===== src/rtl/dom_clk_rst_seq_pkg.sv =====
// Purpose : shared types for the N-domain clock/reset sequencer.
// Latency : n/a (types, constants and a pure decode function).
// Backpressure: n/a.
package dom_clk_rst_seq_pkg;

  localparam int STATE_W = 3;

  typedef enum logic [STATE_W-1:0] {
    OFF      = 3'd0,
    PLL_ON   = 3'd1,
    RST_HOLD = 3'd2,
    RUN      = 3'd3,
    STOP     = 3'd4,
    FAULT    = 3'd5
  } dom_seq_state_e;

  typedef struct packed {
    logic pll_en;
    logic clk_en;
    logic arst_n;
    logic busy;
  } dom_out_t;

  // Output levels that go with each state. RST_HOLD and STOP share one
  // pattern: the clock runs while the domain reset is held asserted.
  function automatic dom_out_t state_decode(input dom_seq_state_e st);
    dom_out_t o;
    o = '0;
    case (st)
      PLL_ON:   o = '{pll_en: 1'b1, clk_en: 1'b0, arst_n: 1'b0, busy: 1'b1};
      RST_HOLD: o = '{pll_en: 1'b1, clk_en: 1'b1, arst_n: 1'b0, busy: 1'b1};
      RUN:      o = '{pll_en: 1'b1, clk_en: 1'b1, arst_n: 1'b1, busy: 1'b0};
      STOP:     o = '{pll_en: 1'b1, clk_en: 1'b1, arst_n: 1'b0, busy: 1'b1};
      default:  o = '0;
    endcase
    return o;
  endfunction

endpackage


===== src/rtl/dom_clk_rst_seq_if.sv =====
// Purpose : per-domain request/lock/status bundle between the control
//           register block (master) and the sequencer (slave).
// Ports   : en_req_i, pll_lock_i, err_clr_i into the sequencer;
//           pll_en_o, clk_en_o, arst_n_o, busy_o, err_o, state_o out of it.
interface dom_clk_rst_seq_if
  import dom_clk_rst_seq_pkg::*;
#(
  parameter int NUM_DOM = 4
);
  logic [NUM_DOM-1:0]         en_req_i;
  logic [NUM_DOM-1:0]         pll_lock_i;
  logic [NUM_DOM-1:0]         err_clr_i;
  logic [NUM_DOM-1:0]         pll_en_o;
  logic [NUM_DOM-1:0]         clk_en_o;
  logic [NUM_DOM-1:0]         arst_n_o;
  logic [NUM_DOM-1:0]         busy_o;
  logic [NUM_DOM-1:0]         err_o;
  logic [STATE_W*NUM_DOM-1:0] state_o;

  modport master (
    output en_req_i, pll_lock_i, err_clr_i,
    input  pll_en_o, clk_en_o, arst_n_o, busy_o, err_o, state_o
  );

  modport slave (
    input  en_req_i, pll_lock_i, err_clr_i,
    output pll_en_o, clk_en_o, arst_n_o, busy_o, err_o, state_o
  );
endinterface


===== src/rtl/dom_clk_rst_seq_ch.sv =====
// Purpose : one domain channel: sequencing FSM, cycle counter, sticky
//           lock-timeout flag and optional lock qualifier
//           (DOM_SEQ_LOCK_FILTER_EN).
// Ports   : clk/rst; req_eff, pll_lock, err_clr in; pll_en, clk_en,
//           arst_n, busy, err, state out. All outputs registered.
module dom_seq_ch
  import dom_clk_rst_seq_pkg::*;
#(
  parameter int RST_HOLD_CYC    = 16,
  parameter int LOCK_TIMEOUT    = 4096,
  parameter int CNT_W           = 16,
  parameter int LOCK_STABLE_CYC = 8
) (
  input  logic           clk,
  input  logic           rst,
  input  logic           req_eff,
  input  logic           pll_lock,
  input  logic           err_clr,
  output logic           pll_en,
  output logic           clk_en,
  output logic           arst_n,
  output logic           busy,
  output logic           err,
  output dom_seq_state_e state
);

  localparam logic [CNT_W-1:0] HOLD_LAST = CNT_W'(RST_HOLD_CYC - 1);
  localparam logic [CNT_W-1:0] TO_LAST   = CNT_W'(LOCK_TIMEOUT - 1);

  dom_seq_state_e   state_q, state_d;
  logic [CNT_W-1:0] cnt_q, cnt_d;
  logic             err_q, err_d;
  dom_out_t         out_q;
  logic             lock_ok;

`ifdef DOM_SEQ_LOCK_FILTER_EN
  localparam int FLT_W = $clog2(LOCK_STABLE_CYC + 1);
  localparam logic [FLT_W-1:0] FLT_SAT = FLT_W'(LOCK_STABLE_CYC);

  logic [FLT_W-1:0] flt_q;

  // Count consecutive high samples, saturating; a low sample restarts.
  always_ff @(posedge clk) begin
    if (rst || !pll_lock) begin
      flt_q <= '0;
    end else if (flt_q != FLT_SAT) begin
      flt_q <= flt_q + 1'b1;
    end
  end

  // Gating with the raw bit makes loss of lock take effect immediately.
  assign lock_ok = pll_lock & (flt_q == FLT_SAT);
`else
  // No qualifier in this build; the parameter stays on the port list so
  // both builds share one instantiation.
  localparam int unused_lock_stable_cyc = LOCK_STABLE_CYC;
  assign lock_ok = pll_lock;
`endif

  always_comb begin
    state_d = state_q;
    cnt_d   = '0;
    err_d   = err_q;
    case (state_q)
      OFF: begin
        if (req_eff) state_d = PLL_ON;
      end
      PLL_ON: begin
        cnt_d = cnt_q + 1'b1;
        // Abort beats lock, lock beats timeout.
        if (!req_eff) begin
          state_d = OFF;
          cnt_d   = '0;
        end else if (lock_ok) begin
          state_d = RST_HOLD;
          cnt_d   = '0;
        end else if (cnt_q == TO_LAST) begin
          state_d = FAULT;
          cnt_d   = '0;
        end
      end
      RST_HOLD: begin
        cnt_d = cnt_q + 1'b1;
        if (!req_eff) begin
          state_d = OFF;
          cnt_d   = '0;
        end else if (!lock_ok) begin
          state_d = PLL_ON;
          cnt_d   = '0;
        end else if (cnt_q == HOLD_LAST) begin
          state_d = RUN;
          cnt_d   = '0;
        end
      end
      RUN: begin
        if (!req_eff)      state_d = STOP;
        else if (!lock_ok) state_d = PLL_ON;
      end
      STOP: begin
        // Runs to completion regardless of request or lock.
        cnt_d = cnt_q + 1'b1;
        if (cnt_q == HOLD_LAST) begin
          state_d = OFF;
          cnt_d   = '0;
        end
      end
      FAULT: begin
        if (!req_eff) state_d = OFF;
      end
      default: state_d = OFF;
    endcase

    // Entry into FAULT sets the flag even if a clear arrives the same cycle.
    if (state_d == FAULT && state_q != FAULT) err_d = 1'b1;
    else if (err_clr)                         err_d = 1'b0;
  end

  always_ff @(posedge clk) begin
    if (rst) begin
      state_q <= OFF;
      cnt_q   <= '0;
      err_q   <= 1'b0;
      out_q   <= '0;
    end else begin
      state_q <= state_d;
      cnt_q   <= cnt_d;
      err_q   <= err_d;
      // Decode from next state so outputs move on the same edge as state.
      out_q   <= state_decode(state_d);
    end
  end

  assign pll_en = out_q.pll_en;
  assign clk_en = out_q.clk_en;
  assign arst_n = out_q.arst_n;
  assign busy   = out_q.busy;
  assign err    = err_q;
  assign state  = state_q;

endmodule


===== src/rtl/dom_clk_rst_seq.sv =====
// Purpose : N-domain clock/reset sequencer; one dom_seq_ch per domain,
//           domains 1.. optionally gated on domain 0 being in RUN.
// Ports   : ref_clk_i, glb_rst_i (sync, active-high); bus (slave modport)
//           carries requests/locks/clears in, enables/resets/status out.
//           Optional lock qualifier: DOM_SEQ_LOCK_FILTER_EN.
module dom_clk_rst_seq
  import dom_clk_rst_seq_pkg::*;
#(
  parameter int NUM_DOM         = 4,
  parameter int RST_HOLD_CYC    = 16,
  parameter int LOCK_TIMEOUT    = 4096,
  parameter int CNT_W           = 16,
  parameter int GATE_ON_DOM0    = 1,
  parameter int LOCK_STABLE_CYC = 8
) (
  input logic              ref_clk_i,
  input logic              glb_rst_i,
  dom_clk_rst_seq_if.slave bus
);

  logic [NUM_DOM-1:0] req_eff;
  dom_seq_state_e     state [NUM_DOM];
  logic               run0;

  // Registered state, so a domain-0 exit reaches gated domains one
  // cycle later.
  assign run0 = (state[0] == RUN);

  for (genvar i = 0; i < NUM_DOM; i++) begin : g_dom
    if (i == 0) begin : g_root
      assign req_eff[i] = bus.en_req_i[i];
    end else begin : g_gated
      assign req_eff[i] = bus.en_req_i[i] & ((GATE_ON_DOM0 != 0) ? run0 : 1'b1);
    end

    dom_seq_ch #(
      .RST_HOLD_CYC   (RST_HOLD_CYC),
      .LOCK_TIMEOUT   (LOCK_TIMEOUT),
      .CNT_W          (CNT_W),
      .LOCK_STABLE_CYC(LOCK_STABLE_CYC)
    ) u_ch (
      .clk     (ref_clk_i),
      .rst     (glb_rst_i),
      .req_eff (req_eff[i]),
      .pll_lock(bus.pll_lock_i[i]),
      .err_clr (bus.err_clr_i[i]),
      .pll_en  (bus.pll_en_o[i]),
      .clk_en  (bus.clk_en_o[i]),
      .arst_n  (bus.arst_n_o[i]),
      .busy    (bus.busy_o[i]),
      .err     (bus.err_o[i]),
      .state   (state[i])
    );

    assign bus.state_o[STATE_W*i +: STATE_W] = state[i];
  end

endmodule


===== src/flat_wrapper.sv =====
// flat-port wrapper written by rule: the top's interface ports become plain ports
module dom_clk_rst_seq_flat import dom_clk_rst_seq_pkg::*;
#(
  parameter int NUM_DOM         = 4,
  parameter int RST_HOLD_CYC    = 16,
  parameter int LOCK_TIMEOUT    = 4096,
  parameter int CNT_W           = 16,
  parameter int GATE_ON_DOM0    = 1,
  parameter int LOCK_STABLE_CYC = 8
)
  (ref_clk_i, glb_rst_i, bus_en_req_i, bus_pll_lock_i, bus_err_clr_i, bus_pll_en_o, bus_clk_en_o, bus_arst_n_o, bus_busy_o, bus_err_o, bus_state_o);
  dom_clk_rst_seq_if #(.NUM_DOM(NUM_DOM)) bus_i ();
  input logic ref_clk_i;
  input logic glb_rst_i;
  input wire logic [$bits(bus_i.en_req_i)-1:0] bus_en_req_i;
  input wire logic [$bits(bus_i.pll_lock_i)-1:0] bus_pll_lock_i;
  input wire logic [$bits(bus_i.err_clr_i)-1:0] bus_err_clr_i;
  output wire logic [$bits(bus_i.pll_en_o)-1:0] bus_pll_en_o;
  output wire logic [$bits(bus_i.clk_en_o)-1:0] bus_clk_en_o;
  output wire logic [$bits(bus_i.arst_n_o)-1:0] bus_arst_n_o;
  output wire logic [$bits(bus_i.busy_o)-1:0] bus_busy_o;
  output wire logic [$bits(bus_i.err_o)-1:0] bus_err_o;
  output wire logic [$bits(bus_i.state_o)-1:0] bus_state_o;
  assign bus_i.en_req_i = bus_en_req_i;
  assign bus_i.pll_lock_i = bus_pll_lock_i;
  assign bus_i.err_clr_i = bus_err_clr_i;
  assign bus_pll_en_o = bus_i.pll_en_o;
  assign bus_clk_en_o = bus_i.clk_en_o;
  assign bus_arst_n_o = bus_i.arst_n_o;
  assign bus_busy_o = bus_i.busy_o;
  assign bus_err_o = bus_i.err_o;
  assign bus_state_o = bus_i.state_o;
  dom_clk_rst_seq #(.NUM_DOM(NUM_DOM), .RST_HOLD_CYC(RST_HOLD_CYC), .LOCK_TIMEOUT(LOCK_TIMEOUT), .CNT_W(CNT_W), .GATE_ON_DOM0(GATE_ON_DOM0), .LOCK_STABLE_CYC(LOCK_STABLE_CYC)) u_core (.ref_clk_i(ref_clk_i), .glb_rst_i(glb_rst_i), .bus(bus_i));
endmodule

===== config.mk =====
export PLATFORM = sky130hd
export DESIGN_NAME = dom_clk_rst_seq_flat
export DESIGN_NICKNAME = d
export VERILOG_FILES = /design/src/rtl/dom_clk_rst_seq_pkg.sv /design/src/rtl/dom_clk_rst_seq_if.sv /design/src/rtl/dom_clk_rst_seq_ch.sv /design/src/rtl/dom_clk_rst_seq.sv /design/src/flat_wrapper.sv
export SDC_FILE = /design/constraint.sdc
export NUM_CORES = 1
export LEC_CHECK = 0
export CORE_AREA = 2 2 92 94
export CTS_CLUSTER_DIAMETER = 60
export DETAILED_ROUTE_END_ITERATION = 12
export DIE_AREA = 0 0 94 96
export PLACE_DENSITY = 0.87
export SYNTH_ARGS = -nofsm -noshare
export SYNTH_HDL_FRONTEND = slang
export SYNTH_SLANG_ARGS = --single-unit

===== constraint.sdc =====
create_clock -name ref_clk_i -period 2 [get_ports ref_clk_i]
set_input_delay 0.3 -clock ref_clk_i [delete_from_list [all_inputs] [get_ports ref_clk_i]]
set_output_delay 0.3 -clock ref_clk_i [all_outputs]
set_load 0.01 [all_outputs]

# Word level (Yosys, flattened, before mapping)
# Cells that the tools add are included.
[word_totals]
in_bits = 14
register_bits = 96
output_inout_bits = 32
wordCells = 191
[op_classes]
n_bitwise = 3
n_addsub = 4
mux = 88
n_reduce_logical = 16
eq_ne = 52
[op_table]
columns = ["cell", "count"]
rows = [
  ["$mux W16", 24],
  ["$pmux W16 S3", 4],
  ["$mux W3", 44],
  ["$pmux W3 S6", 4],
  ["$add A16 B1 Y16 const B", 4],
  ["$eq A16 B12 Y1 const B", 4],
  ["$eq A16 B4 Y1 const B", 4],
  ["$eq A3 B2 Y1 const B", 16],
  ["$eq A3 B3 Y1 const B", 16],
  ["$pmux W4 S3", 4],
  ["$eq A3 B1 Y1 const B", 8],
  ["$logic_not A3 Y1", 4],
  ["$ne A3 B3 Y1 const B", 4],
  ["$mux W1", 8],
  ["$reduce_bool A2 Y1", 4],
  ["$reduce_or A2 Y1", 4],
  ["$logic_and A1 B1 Y1", 4],
  ["$and A1 B1 Y1", 3],
]

# Logic depth before layout (Yosys ltp)
# Gate-level depths: netlist of run 1.
[depth]
word_depth = 8
mapped_depth = 9
mapped_depth_nobuf = 7

# Modules after synthesis
# A second synthesis of run 1 with hierarchy kept.
[hier_totals]
hier_cells = 484
hier_area_um2 = 4678.2
[modules_own_cells]
columns = ["mod", "area_each_um2", "n_inst", "seq_area_each_um2", "cells_each"]
rows = [
  ["dom_seq_ch (u_core.g_dom[0].u_ch ...)", 1171.1, 3, 480.5, 121],
  ["dom_seq_ch (u_core.g_dom[3].u_ch)", 1134.8, 1, 480.5, 118],
  ["dom_clk_rst_seq", 30.0, 1, 0.0, 3],
]

# Least setup slack after synthesis of run 1
# Ideal clock, no wire load.
[synth_path]
path_kind = "register to register"
from = "register u_core.g_dom[3].u_ch.cnt_q[0]"
to = "register u_core.g_dom[3].u_ch.out_q, in the netlist u_core.g_dom[3].u_ch.pll_en"
period_less_slack_ns = 1.769
slack_ns = 0.231
required_ns = 1.868
n_path_buf = 0
stages_incl_launch_ff = 8
setup_ns = 0.132
arrival_time_ns = 1.636
cell_sequence = "dfxtp_1 ha_1 and3_1 nand3_1 or3_1 nand3_1 xor2_1 a21oi_1"
[synth_via]
elab_chain_cells = 8
elab_cells_between_ends = 16
classes_between = "eq/ne (6); mux (9); reduce/logical (1)"
[synth_rtl]
columns = ["item", "line", "source"]
rows = [
  ["start: declaration", "dom_clk_rst_seq_ch.sv:31", "logic [CNT_W-1:0] cnt_q, cnt_d;"],
  ["start signal: assignment", "dom_clk_rst_seq_ch.sv:126", "cnt_q <= cnt_d;"],
  ["$eq A16 B4 Y1 / $eq A16 B12 Y1 (equally long branches)", "dom_clk_rst_seq_ch.sv:90, dom_clk_rst_seq_ch.sv:102, dom_clk_rst_seq_ch.sv:77", ""],
  ["$mux W3, on equally long branches", "dom_clk_rst_seq_ch.sv:90, dom_clk_rst_seq_ch.sv:77", ""],
  ["$mux W3, on equally long branches", "dom_clk_rst_seq_ch.sv:87, dom_clk_rst_seq_ch.sv:74", ""],
  ["$mux W3, on equally long branches", "dom_clk_rst_seq_ch.sv:84, dom_clk_rst_seq_ch.sv:71", ""],
  ["$pmux W3 S6 (*)", "dom_clk_rst_seq_ch.sv:64", "case (state_q)"],
  ["$eq A3 B3 Y1 / $eq A3 B2 Y1 (equally long branches)", "dom_clk_rst_seq_pkg.sv:29", "case (st)"],
  ["$reduce_or A2 Y1 (no line)", "n/a", ""],
  ["$pmux W4 S3 (*)", "dom_clk_rst_seq_pkg.sv:29", ""],
  ["end signal: assignment", "dom_clk_rst_seq_ch.sv:129", "out_q <= state_decode(state_d);"],
  ["end: declaration", "dom_clk_rst_seq_ch.sv:33", "dom_out_t out_q;"],
]
# Mark *: on every way between the ends. The rest lies on a longest branch, timed or not.
# A chain may end at the register's enable or synchronous reset.

# Final worst setup path of run 1
[layout_path]
from = "register u_core.g_dom[0].u_ch.cnt_q[0]"
to = "register u_core.g_dom[0].u_ch.out_q, in the netlist u_core.g_dom[0].u_ch.busy"
[layout_via]
elab_chain_cells = 8
elab_cells_between_ends = 16
classes_between = "eq/ne (6); mux (9); reduce/logical (1)"
[layout_rtl]
columns = ["item", "line"]
rows = [
  ["start: declaration", "dom_clk_rst_seq_ch.sv:31"],
  ["start signal: assignment", "dom_clk_rst_seq_ch.sv:126"],
  ["$eq A16 B4 Y1 / $eq A16 B12 Y1 (equally long branches)", "dom_clk_rst_seq_ch.sv:90, dom_clk_rst_seq_ch.sv:102, dom_clk_rst_seq_ch.sv:77"],
  ["$mux W3, on equally long branches", "dom_clk_rst_seq_ch.sv:90, dom_clk_rst_seq_ch.sv:77"],
  ["$mux W3, on equally long branches", "dom_clk_rst_seq_ch.sv:87, dom_clk_rst_seq_ch.sv:74"],
  ["$mux W3, on equally long branches", "dom_clk_rst_seq_ch.sv:84, dom_clk_rst_seq_ch.sv:71"],
  ["$pmux W3 S6 (*)", "dom_clk_rst_seq_ch.sv:64"],
  ["$eq A3 B3 Y1 / $eq A3 B2 Y1 (equally long branches)", "dom_clk_rst_seq_pkg.sv:29"],
  ["$reduce_or A2 Y1 (no line)", "n/a"],
  ["$pmux W4 S3 (*)", "dom_clk_rst_seq_pkg.sv:29"],
  ["end signal: assignment", "dom_clk_rst_seq_ch.sv:129"],
  ["end: declaration", "dom_clk_rst_seq_ch.sv:33"],
]
# Marked as above.

==> impl_metrics.csv, run 1 <==
group,metric,value,unit
power_and_ir_drop,power_frac_seq,60.6,%
floorplan,core.rowCount,33,
timing,min_period,1.89,ns
route,detail-route-antenna-nets,0,
logic_synthesis,synthCells,520,
timing,worst_pin_slew,0.518,ns
timing,report.final.slew_viol_count,0,
global_route,grt_pass1_wl,15700,µm
power_and_ir_drop,leakagePower,1.82,nW
global_route,grt.overflow.total,0,
clocking,numCtsBuffers,9,
layout,design.final.nets,587,
timing,fin_skew,0.0116,ns
clocking,cts_tree,"built",
logic_synthesis,yosys_register_bits,96,
setup_path,path_class,"flop to flop",
logic_synthesis,library_cells_used_by_synthesis,52,
logic_synthesis,synth_async_sr_flop_share,0,%
logic_synthesis,synth_seq_area_share,43.2,%
power_and_ir_drop,totalPowerFinal,3.17,mW
timing,worst_slew_margin_rel,65.1,%
logic_synthesis,total_of_warnings_raised_by_yosys,0,
setup_path,endpoint_kind,"flop",
floorplan,io-pin-count,46,
global_route,grt_start_max_net_pins,33,
clocking,numClockSinks,96,
status,status,"completed",
clocking,cts.reportedPaths.clkPinSlew,0.09,ns
place,detailed_place_hpwl,6850,µm
setup_path,signal_arrival_time_at_the_worst_endpoint,2.14,ns
clocking,cts_root_buffer,"clkbuf_8",
min_path,classification_of_the_worst_slack_hold_path,"flop to flop",
timing,final-hold-violation-count,0,
logic_synthesis,postSynth.topFlopCell,"dfxtp_1",
logic_synthesis,synthesis.area_per_instance,8.56,µm²
layout,area.growth.synth_to_final,17.8,%
floorplan,die_w,94,µm
route,wire_per_inst,13.7,µm
power_and_ir_drop,power_frac_comb,3.2,%
layout,drive_above_1_share,11.7,%
job,maxCapViolCount,0,
route,routed_wl,9330,µm
place,placed_area,0.00501,mm²
floorplan,initial_standard_cell_utilization_of_the_core,55.3,%
timing,final.period_utilization,94.4,%
logic_synthesis,nets_in_the_synthesized_netlist,538,
global_route,grt_antenna_before_repair,0,
route,route.vias.total,3787,
power_and_ir_drop,pwr_density_cell,605,mW/mm²
global_route,groute.usage.overall,21.7,%
logic_synthesis,cell_area_synth,0.00445,mm²
global_route,first_global_vias,3590,
floorplan,core_area,0.00805,mm²
power_and_ir_drop,peakVddDrop,345,µV
layout,filler_cell_count,654,
place,place.port_buffers,45,
clocking,clock_latency,0.37,ns
power_and_ir_drop,cell_internal_pwr,2.43,mW
setup_path,worst-path-max-fanout,5,
route,detail_route.vias_per_cell,5.58,
setup_path,timing.critical_path.required,2.26,ns
power_and_ir_drop,switching_fraction_of_total_power,23.5,%
power_and_ir_drop,netSwitchingPower,0.747,mW
setup_path,cp-start-kind,"flop",
layout,final_cell_mix,"nor2_1, dfxtp_1, clkdlybuf4s50_1",
timing,max_freq,530,MHz
power_and_ir_drop,power.clock.fraction,36.2,%
floorplan,die-area,0.00902,mm²
clocking,cts-htree-levels,3,
floorplan,overall_die_height,96,µm
logic_synthesis,synth-edff-count,0,
route,drc,0,
clocking,clockBufferDepth,2,
timing,finalSetupViolations,0,
layout,final_cell_area,0.00524,mm²
place,gpl.final_weighted_congestion,0.855,
layout,most_frequent_standard_cell_in_the_layout_excluding_fill_and_tap_cells,"nor2_1",
route,drt_iter0_markers,103,
clocking,cts_hold_buffers,0,
route,drt_pre_antenna_iters,4,
layout,antenna_cells,0,
## path summary, 6_finish.rpt
| check | from | end | slack (ns) | cells past startpoint |
|---|---|---|---|---|
| min | u_core.g_dom[3].u_ch.cnt_q[0]$_SDFF_PP0_ | u_core.g_dom[3].u_ch.cnt_q[0]$_SDFF_PP0_ | 0.45 | 1 |
| min reg2reg | u_core.g_dom[3].u_ch.cnt_q[0]$_SDFF_PP0_ | u_core.g_dom[3].u_ch.cnt_q[0]$_SDFF_PP0_ | 0.45 | 1 |
| max reg2reg | u_core.g_dom[0].u_ch.cnt_q[0]$_SDFF_PP0_ | u_core.g_dom[0].u_ch.busy$_SDFF_PP0_ | 0.11 | 6 |
| max | u_core.g_dom[0].u_ch.cnt_q[0]$_SDFF_PP0_ | u_core.g_dom[0].u_ch.busy$_SDFF_PP0_ | 0.11 | 6 |
## area by class of cell
type | instances | area (µm²) | share of cell area (%)
Sequential cell | 96 | 1920 | 36.7
Timing Repair Buffer | 74 | 681 | 13.0
Multi-Input combinational cell | 374 | 2280 | 43.5
Tap cell | 105 | 131 | 2.51
Inverter | 14 | 52.6 | 1.00
Clock inverter | 6 | 46.3 | 0.883
Clock buffer | 10 | 128 | 2.43
## synthesized netlist by cell type (3+ instances only)
cell	count	area, µm²
nor2_1	97	364
xnor2_1	32	280
a21oi_1	16	80.1
and4_1	5	43.8
clkbuf_1	7	26.3
ha_1	4	50.1
inv_1	14	52.6
nand4_1	25	156
nand4b_1	3	26.3
a31oi_1	8	50.1
nor4_1	11	68.8
buf_4	21	158
nand3_1	29	145
dfxtp_1	96	1920
o21ai_0	11	55.1
buf_2	5	25.0
nand2b_1	6	37.5
nand2_1	26	97.6
and3_1	15	93.8
nor3_1	11	55.1
nor2b_1	7	43.8
xor2_1	28	245
nor4b_1	3	26.3
## metal layers
metal | part of all wire, % | vias up | GRT usage (%)
met2 | 49 | 103 | 38.1
li1 | - | 1882 | -
met4 | 2.0 | 0 | 9.78
met5 | 0 | - | 0
met3 | 4.3 | 17 | 3.52
met1 | 44 | 1785 | 26.1
## kinds of logic after synthesis
kind of cell	share of synthesized area, %
AO/OA/AOI/OAI	6.49
buffers and inverters	6.46
flip-flops	43.2
adder cells (fa/ha/maj)	1.12
XOR/XNOR	11.8
multiplexers	0.731
AND/OR/NAND/NOR	30.2
## registers in the layout (all words and copies together) (netlist names)
register and count:
u_core.g_dom.u_ch.busy 4, u_core.g_dom.u_ch.arst_n 4, u_core.g_dom.u_ch.clk_en 4, u_core.g_dom.u_ch.err 4
u_core.g_dom.u_ch.pll_en 4, u_core.g_dom.u_ch.cnt_q 64, u_core.g_dom.u_ch.state 12
## power groups by stage
stage	registers (mW)	clock network, mW	logic (mW)
floorplan	1.96	0	0.0471
global placement	1.97	0	0.0976
detailed placement	1.97	0	0.100
CTS	1.92	1.16	0.101
global route	1.92	1.25	0.111
finish	1.92	1.15	0.103
## critical path, cell delays in order (launching register included)
cell and delay, ns:
dfxtp_1 0.39, ha_2 0.23, nand2_2 0.10, or4_4 0.56
and4_1 0.24, xnor2_1 0.20, nor2_1 0.06
## stage by stage
step / setup slack [ns] / utilization (%) / TNS, ns / hold WS, ns / std cells
2_1_floorplan: 0.231 / - / 0 / 0.413 / 520
3_3_place_gp: -0.0128 / 62.3 / -0.0128 / 0.427 / 661
3_5_place_dp: -0.0741 / 62.3 / -0.379 / 0.439 / 661
4_1_cts: 0.0175 / 64.4 / 0 / 0.451 / 677
5_1_grt: -0.0137 / 65.1 / -0.0137 / 0.477 / 679
6_report: 0.113 / 65.1 / 0 / 0.450 / 679
## what timing repair did
item                                    in CTS  in global routing
buffers inserted                             0                  2
resized for setup                            0                 11
endpoints found under the setup margin       0                 30
Note: power is estimated with default switching activity, not from simulation.
==> run 2: changes to the inputs <==
Settings changed: CORE_AREA 2 2 92 94 to 2 2 98 100, DIE_AREA 0 0 94 96 to 0 0 100 102, PLACE_DENSITY 0.87 to 0.79.
==> impl_metrics.csv, run 2 (synthesis results as in run 1) <==
group,metric,value,unit
status,status,"completed",
place,place.port_buffers,45,
setup_path,signal_arrival_time_at_the_worst_endpoint,2.14,ns
timing,fin_skew,0.00880,ns
timing,worst_pin_slew,0.464,ns
layout,final_cell_area,0.00528,mm²
setup_path,timing.reg2reg.worst_path_depth,7,
setup_path,buffering_stage_count_on_the_worst_path_with_inverters_included,0,
layout,final_cell_mix,"nor2_1, dfxtp_1, clkdlybuf4s50_1",
clocking,cts-htree-levels,3,
layout,drive_above_1_share,11.6,%
setup_path,worst-path-max-fanout,5,
floorplan,overall_die_height,102,µm
route,wire_per_inst,13.4,µm
route,drt_iter0_markers,204,
clocking,cts.reportedPaths.clkPinSlew,0.09,ns
clocking,cts_tree,"built",
place,gpl.final_weighted_congestion,0.814,
place,placed_area,0.00502,mm²
clocking,clockBufferDepth,2,
setup_path,critPathTopFamily,"simple AND/OR/NAND/NOR gates",
global_route,grt_antenna_before_repair,0,
floorplan,core_area,0.00911,mm²
layout,area_of_all_sequential_standard_cells,0.00192,mm²
timing,final-hold-violation-count,0,
route,detail-route-antenna-nets,0,
setup_path,endpoint,"u_core.g_dom[2].u_ch.pll_en$_SDFF_PP0_",
timing,max_freq,540,MHz
timing,worst_slew_margin_rel,68.7,%
global_route,grt_start_max_net_pins,33,
clocking,clock_latency,0.36,ns
place,detailed_place_hpwl,6690,µm
layout,largest_reg_flops,64,
layout,final_core_occ,58.0,%
layout,antenna_cells,0,
setup_path,timing.critical_path.required,2.29,ns
setup_path,worst_r2r_endpoint,"u_core.g_dom[2].u_ch.pll_en$_SDFF_PP0_",
layout,most_frequent_standard_cell_in_the_layout_excluding_fill_and_tap_cells,"nor2_1",
power_and_ir_drop,totalPowerFinal,3.42,mW
layout,filler_cell_count,794,
layout,layoutNonFillerInstCount,687,
global_route,groute.usage.overall,18.9,%
layout,largest-register,"u_core.g_dom.u_ch.cnt_q",
timing,min_period,1.85,ns
setup_path,critPathMostFrequentCell,"nand4_1",
clocking,cts_root_buffer,"clkbuf_8",
route,routed_wl,9190,µm
floorplan,core.rowCount,35,
route,detail_route.vias_per_cell,5.45,
setup_path,worst-r2r-setup-slack,0.15,ns
global_route,grt_pass1_wl,15800,µm
layout,design.final.nets,589,
timing,report.final.slew_viol_count,0,
layout,area.growth.synth_to_final,18.6,%
layout,multi_input_area,0.00226,mm²
setup_path,path_class,"flop to flop",
timing,rsz0062_at_grt,"true",
global_route,first_global_vias,3642,
global_route,grt.overflow.total,0,
setup_path,cp_cell_sequence,"ha_1, and3_1, nand4_1, nand4_1, nand3_1, xor2_1, a21oi_1",
floorplan,die_w,100,µm
timing,final.period_utilization,92.6,%
power_and_ir_drop,peakVddDrop,275,µV
setup_path,endpoint_kind,"flop",
clocking,numCtsBuffers,9,
place,placedCellCount,669,
power_and_ir_drop,pwr_density_cell,647,mW/mm²
setup_path,cp_slowest_cell,"dfxtp_1",
timing,setup_total_negative_slack,0,ns
route,route.vias.total,3743,
clocking,numClockSinks,96,
route,drc,0,
floorplan,io-pin-count,46,
setup_path,cp.depth,7,
timing,finalSetupViolations,0,
power_and_ir_drop,leakagePower,1.84,nW
clocking,cts_hold_buffers,0,
min_path,classification_of_the_worst_slack_hold_path,"flop to flop",
floorplan,initial_standard_cell_utilization_of_the_core,48.9,%
job,maxCapViolCount,0,
setup_path,timing.critical_path.from,"u_core.g_dom[2].u_ch.cnt_q[0]$_SDFF_PP0_",
setup_path,r2r_start,"u_core.g_dom[2].u_ch.cnt_q[0]$_SDFF_PP0_",
setup_path,cp-start-kind,"flop",
setup_path,worst_path_largest_cell_delay,0.37,ns
floorplan,die-area,0.0102,mm²
route,drt_pre_antenna_iters,4,
-- run 2: worst min path at each step --
stage	start	endpoint	slack [ns]	cells past startpoint
final	u_core.g_dom[2].u_ch.cnt_q[0]$_SDFF_PP0_	u_core.g_dom[2].u_ch.cnt_q[0]$_SDFF_PP0_	0.46	1
after global routing	u_core.g_dom[2].u_ch.cnt_q[0]$_SDFF_PP0_	u_core.g_dom[2].u_ch.cnt_q[0]$_SDFF_PP0_	0.47	1
after CTS	u_core.g_dom[2].u_ch.cnt_q[0]$_SDFF_PP0_	u_core.g_dom[2].u_ch.cnt_q[0]$_SDFF_PP0_	0.46	1
after detailed placement	u_core.g_dom[2].u_ch.cnt_q[0]$_SDFF_PP0_	u_core.g_dom[2].u_ch.cnt_q[0]$_SDFF_PP0_	0.44	1
after global placement	u_core.g_dom[3].u_ch.cnt_q[0]$_SDFF_PP0_	u_core.g_dom[3].u_ch.cnt_q[0]$_SDFF_PP0_	0.43	1
after floorplan	u_core.g_dom[3].u_ch.cnt_q[0]$_SDFF_PP0_	u_core.g_dom[3].u_ch.cnt_q[0]$_SDFF_PP0_	0.41	1
-- run 2: routing by layer --
| metal | vias to the layer above | track usage, % | share of wire (%) |
|---|---|---|---|
| met5 | - | 0 | 0 |
| li1 | 1876 | - | - |
| met3 | 9 | 4.58 | 5.1 |
| met2 | 88 | 32.5 | 48 |
| met4 | 0 | 6.22 | 1.0 |
| met1 | 1770 | 23.3 | 46 |
-- run 2: final cells by class --
class / count / share of cell area, %
Timing Repair Buffer: 76 / 12.9
Sequential cell: 96 / 36.4
Clock inverter: 7 / 1.80
Inverter: 14 / 0.995
Tap cell: 111 / 2.63
Multi-Input combinational cell: 374 / 42.9
Clock buffer: 9 / 2.35
-- run 2: power breakdown --
part | leakage [nW] | switching, mW | internal, mW | total [mW]
Combinational | 0.957 | 0.0446 | 0.0552 | 0.0998
Clock | 0.110 | 0.689 | 0.707 | 1.40
Sequential | 0.774 | 0.00719 | 1.92 | 1.92
-- run 2: what timing repair did --
item                       in CTS  in global routing
setup endpoints to repair       0                 33
resized for setup               0                  7
buffers inserted                0                  2
-- run 2: metrics by stage --
step | worst slack, ns | hold WS [ns]
after floorplan | 0.231 | 0.413
after global placement | -0.0234 | 0.427
after detailed placement | -0.0573 | 0.442
after CTS | 0.0561 | 0.459
after global routing | -0.00230 | 0.473
final | 0.148 | 0.462
